==> config.mk <==
export PLATFORM = sky130hd
export DESIGN_NAME = fp_mult_pipe
export DESIGN_NICKNAME = d
export VERILOG_FILES = /design/src/rtl/fp_mult_pipe.sv
export SDC_FILE = /design/constraint.sdc
export NUM_CORES = 2
export LEC_CHECK = 0
export ABC_AREA = 1
export BUFFER_PORTS_ARGS = -buffer_cell sky130_fd_sc_hd__clkbuf_2
export CAP_MARGIN = 20
export CORE_UTILIZATION = 45
export CTS_CLUSTER_SIZE = 12
export DETAILED_ROUTE_END_ITERATION = 8
export GPL_TIMING_DRIVEN = 0
export SYNTH_ARGS = -nofsm -noshare
export SYNTH_HDL_FRONTEND = slang
export SYNTH_SLANG_ARGS = --single-unit
==> constraint.sdc <==
create_clock -name clk -period 34.7 [get_ports clk]
set_input_delay 8.675 -clock clk [delete_from_list [all_inputs] [get_ports clk]]
set_output_delay 8.675 -clock clk [all_outputs]
set_load 0.005 [all_outputs]
==> src/rtl/fp_mult_pipe.sv <==
// rtl/fp_mult_pipe.sv - pipelined parametrised floating-point multiplier
// Unpack -> mantissa multiply -> normalise -> round/pack, one result per cycle.
`timescale 1ns/1ps
module fp_mult_pipe #(
  parameter int EXP_W = 8,
  parameter int MAN_W = 23,
  parameter int FTZ   = 1
) (
  input  logic                   clk,
  input  logic                   rst,
  input  logic                   in_valid,
  output logic                   in_ready,
  input  logic [EXP_W+MAN_W:0]   a,
  input  logic [EXP_W+MAN_W:0]   b,
  output logic                   out_valid,
  input  logic                   out_ready,
  output logic [EXP_W+MAN_W:0]   product,
  output logic                   flag_invalid,
  output logic                   flag_overflow,
  output logic                   flag_underflow,
  output logic                   flag_inexact
);

  localparam int W  = 1 + EXP_W + MAN_W;
  localparam int P  = 2 * MAN_W + 2;
  localparam int XW = EXP_W + 2;
  localparam logic [XW-1:0] BIAS = XW'((1 << (EXP_W - 1)) - 1);
  localparam logic [XW-1:0] EMAX = XW'((1 << EXP_W) - 1);
  localparam logic [XW-1:0] ONE  = XW'(1);
  localparam logic [W-1:0]  QNAN = {1'b0, {EXP_W{1'b1}}, 1'b1, {(MAN_W-1){1'b0}}};

  logic adv;
  assign adv      = !out_valid || out_ready;
  assign in_ready = adv;

  logic               sa, sb;
  logic [EXP_W-1:0]   ea, eb;
  logic [MAN_W-1:0]   fa, fb;
  logic zero_a, zero_b, inf_a, inf_b, nan_a, nan_b, snan_a, snan_b, inf0;
  logic c_nan, c_inv, c_inf, c_zero;

  assign {sa, ea, fa} = a;
  assign {sb, eb, fb} = b;

  // Subnormal operands count as zero when flushing.
  assign zero_a = (ea == '0) && ((FTZ != 0) || (fa == '0));
  assign zero_b = (eb == '0) && ((FTZ != 0) || (fb == '0));
  assign inf_a  = (&ea) && (fa == '0);
  assign inf_b  = (&eb) && (fb == '0);
  assign nan_a  = (&ea) && (fa != '0);
  assign nan_b  = (&eb) && (fb != '0);
  assign snan_a = nan_a && !fa[MAN_W-1];
  assign snan_b = nan_b && !fb[MAN_W-1];
  assign inf0   = (inf_a && zero_b) || (zero_a && inf_b);
  assign c_nan  = nan_a || nan_b || inf0;
  assign c_inv  = snan_a || snan_b || inf0;
  assign c_inf  = (inf_a || inf_b) && !c_nan;
  assign c_zero = (zero_a || zero_b) && !c_nan && !c_inf;

  logic             v1, sign1, nan1, inv1, inf1, zero1;
  logic [XW-1:0]    esum1;
  logic [MAN_W:0]   ma1, mb1;

  always_ff @(posedge clk) begin
    if (rst) begin
      v1 <= 1'b0;
    end else if (adv) begin
      v1    <= in_valid;
      sign1 <= sa ^ sb;
      esum1 <= XW'(ea) + XW'(eb) - BIAS;
      ma1   <= {1'b1, fa};
      mb1   <= {1'b1, fb};
      nan1  <= c_nan;
      inv1  <= c_inv;
      inf1  <= c_inf;
      zero1 <= c_zero;
    end
  end

  logic             v2, sign2, nan2, inv2, inf2, zero2;
  logic [XW-1:0]    esum2;
  logic [P-1:0]     prod2;

  always_ff @(posedge clk) begin
    if (rst) begin
      v2 <= 1'b0;
    end else if (adv) begin
      v2    <= v1;
      sign2 <= sign1;
      esum2 <= esum1;
      prod2 <= P'(ma1) * P'(mb1);
      nan2  <= nan1;
      inv2  <= inv1;
      inf2  <= inf1;
      zero2 <= zero1;
    end
  end

  // Bits below the leading one; the product of two [1,2) mantissas lies in [1,4).
  logic [P-2:0] nm;
  assign nm = prod2[P-1] ? prod2[P-2:0] : {prod2[P-3:0], 1'b0};

  logic             v3, sign3, nan3, inv3, inf3, zero3, g3, r3, s3;
  logic [XW-1:0]    exp3;
  logic [MAN_W-1:0] frac3;

  always_ff @(posedge clk) begin
    if (rst) begin
      v3 <= 1'b0;
    end else if (adv) begin
      v3    <= v2;
      sign3 <= sign2;
      exp3  <= esum2 + XW'(prod2[P-1]);
      frac3 <= nm[P-2 -: MAN_W];
      g3    <= nm[MAN_W];
      r3    <= nm[MAN_W-1];
      s3    <= |nm[MAN_W-2:0];
      nan3  <= nan2;
      inv3  <= inv2;
      inf3  <= inf2;
      zero3 <= zero2;
    end
  end

  logic             inc, ovf, unf;
  logic [MAN_W:0]   rnd;
  logic [XW-1:0]    expf;
  logic [W-1:0]     p_next;
  logic [3:0]       f_next;

  // A rounding carry leaves the fraction all-zero, so only the exponent moves.
  assign inc  = g3 & (r3 | s3 | frac3[0]);
  assign rnd  = {1'b0, frac3} + (MAN_W+1)'(inc);
  assign expf = exp3 + XW'(rnd[MAN_W]);
  assign ovf  = $signed(expf) >= $signed(EMAX);
  assign unf  = $signed(expf) <  $signed(ONE);

  always_comb begin
    p_next = '0;
    f_next = '0;
    if (nan3) begin
      p_next    = QNAN;
      f_next[3] = inv3;
    end else if (inf3) begin
      p_next = {sign3, {EXP_W{1'b1}}, {MAN_W{1'b0}}};
    end else if (zero3) begin
      p_next = {sign3, {(W-1){1'b0}}};
    end else if (ovf) begin
      p_next = {sign3, {EXP_W{1'b1}}, {MAN_W{1'b0}}};
      f_next = 4'b0101;
    end else if (unf) begin
      p_next = {sign3, {(W-1){1'b0}}};
      f_next = 4'b0011;
    end else begin
      p_next    = {sign3, expf[EXP_W-1:0], rnd[MAN_W-1:0]};
      f_next[0] = g3 | r3 | s3;
    end
    if (!v3) f_next = '0;
  end

  always_ff @(posedge clk) begin
    if (rst) begin
      out_valid      <= 1'b0;
      product        <= '0;
      flag_invalid   <= 1'b0;
      flag_overflow  <= 1'b0;
      flag_underflow <= 1'b0;
      flag_inexact   <= 1'b0;
    end else if (adv) begin
      out_valid      <= v3;
      product        <= p_next;
      flag_invalid   <= f_next[3];
      flag_overflow  <= f_next[2];
      flag_underflow <= f_next[1];
      flag_inexact   <= f_next[0];
    end
  end

endmodule

==> results.ini <==
[sta]
fmax_mhz=53.9
final-max-slew-violation-count=0
min_period_ns=18.55
fin_crit_sh=0.535
fin_skew_ns=0.0260
hold_viol=0
finalSetupTns_ns=0
setup_viol=0
max-slew-margin-rel=0.302
rsz0062_at_grt=no
worst_slew_pin_slew_ns=1.05

[logic_synthesis]
synth.avg_cell_area_um2=8.34
syn_inst=3404
synth_top_area_cell=fa_1
syn-cell-area_um2=28400
synth_area_leaders=fa_1 (34%), edfxtp_1 (17%), inv_1 (14%), nand2_1 (11%), ha_1 (8.5%)
yosysMostFrequentCell=inv_1
yosys-top-cells-count=inv_1 (1,024), nand2_1 (803), fa_1 (483)
synth_edf_count=165
synth_top_area_share=0.341
yosys_warnings=0
synth-seq-area-share=0.203
ys_types=57
syn-num-nets=4148
synthArstFlopShare=0
yosys_register_bits=205
synthFlopType=edfxtp_1

[route]
num_vias=21946
wl_mm=84.6
drtIter0Drc=1736
antenna_left=0
vias_per_cell=4.99
dr.pass1.iters=5
drc=0
routedWlPerCell_um=19.2

[worst_setup_path]
criticalPathCategory=input pin to primary output
crit_path_max_fanout=10
start_kind=input pin
worstPathRequired_ns=26.02
worstPathArrival_ns=9.87
worstSetupEndpointType=primary output

[global_routing]
first_global_vias=22195
overflow=0
antenna_found_initial=0
grt_pass1_wl_mm=130
grt_use_total=0.273
grt_max_degree=34

[final_layout]
layout-drive-gt1-share=0.0489
nFillCells=6071
layout.nets=4285
area_delta_synth_final_pct=8.78

[clocking]
cts.sink_count=205
cts.repair.resized=0
clockBufferDepth=3
cts_setup_buffers=0
cts_tree=done
cts-htree-levels=1
clk-insertion-delay-late_ns=0.58
holdBufCountCts=0
numCtsBuffers=25
cts_root_buf=clkbuf_16
cts.clk_slew.worst_paths_ns=0.05

[floorplan]
chipWidth_um=253
start_util=0.457
dieHeight_um=253
rows=91
io_pins=106
coreArea_um2=62100
die-area_um2=64100

[worst_hold_path]
min_path_type=register to register

[place]
port_buffers=104
dpl.hpwl_mm=70.5
gp_congestion=0.974

[flow_run]
max-cap-violations=0

[outcome]
outcome=complete, no violations

## state kept, by name, indices dropped and copies added, names as in the netlist, 10 cells and up
| signal | flops |
|---|---|
| prod2 | 48 |
| esum2 | 10 |
| esum1 | 10 |
| ma1 | 23 |
| frac3 | 23 |
| exp3 | 10 |
| mb1 | 23 |
| product | 32 |
## cell type report
type                    instances  area, µm²  area share
repair buffers                110        648      0.0210
well taps                     837       1050      0.0339
inverters                    1028       3860       0.125
diodes                          1       2.50   0.0000810
clock inverters                11        101     0.00328
flip-flops and latches        205       5760       0.186
multi-input cells            2064      18400       0.594
plain buffers                 107        427      0.0138
clock buffers                  33        687      0.0222
## logic make-up (layout without fill, tap and decap cells)
logic type	count (synthesis)	after routing	share of synthesized area
mux	1	1	0.000397
other cells	0	1	0
xor+xnor	55	55	0.0170
compound gates	221	221	0.0430
simple gates	1111	1111	0.160
flops	205	205	0.203
fa+ha+maj	676	676	0.426
buf+inv	1135	1289	0.151
## routing by layer
metal | routed length (µm) | track usage | share of wire | vias to the layer above
met3 | 6650 | 0.0501 | 0.079 | 179
li1 | - | - | - | 10228
met4 | 4220 | 0.115 | 0.050 | 0
met1 | 34800 | 0.357 | 0.41 | 10733
met2 | 38900 | 0.446 | 0.46 | 806
met5 | 0 | 0 | 0 | -
## final timing paths
| kind | start | to | slack, ns | cells after the start |
|---|---|---|---|---|
| setup / recovery | out_ready | in_ready | 16.15 | 6 |
| hold / removal | nan1 | nan2 | 0.42 | 0 |
| setup reg to reg | ma1[15] | prod2[28] | 26.96 | 23 |
| hold reg to reg | nan1 | nan2 | 0.42 | 0 |
## layout by cell type (no fill, tap or decap), types with 22 or more instances in the layout
cell type | netlist | final
nand2_1 | 803 | 803
fa_1 | 483 | 483
clkbuf_1 | 102 | 108
edfxtp_1 | 165 | 165
nand4_1 | 28 | 28
clkbuf_16 | 0 | 26
a21oi_1 | 98 | 98
inv_1 | 1024 | 1024
nor3_1 | 22 | 22
dfxtp_1 | 40 | 40
clkbuf_2 | 0 | 104
nand3_1 | 72 | 72
nor2_1 | 141 | 140
ha_1 | 193 | 193
o21ai_0 | 75 | 75
xor2_1 | 39 | 39
## through the flow
step	instances	util	area (µm²)	setup slack, ns	hold slack, ns
after floorplan	3404	-	28400	16.70	0.400
after global placement	4345	0.483	30000	13.96	0.401
after detailed placement	4351	0.485	30100	16.16	0.405
after CTS	4395	0.498	30900	16.15	0.418
after global routing	4395	0.498	30900	16.04	0.421
final	4396	0.498	30900	16.15	0.417
## worst max-delay path, stage by stage
cell      delay (ns)
clkbuf_2        0.08
nor2_1          0.14
clkbuf_1        0.42
inv_1           0.13
clkbuf_1        0.25
clkbuf_2        0.17
Power is not shown: default switching activity piles up to over one toggle a cycle in this logic, so the estimate is an artifact.
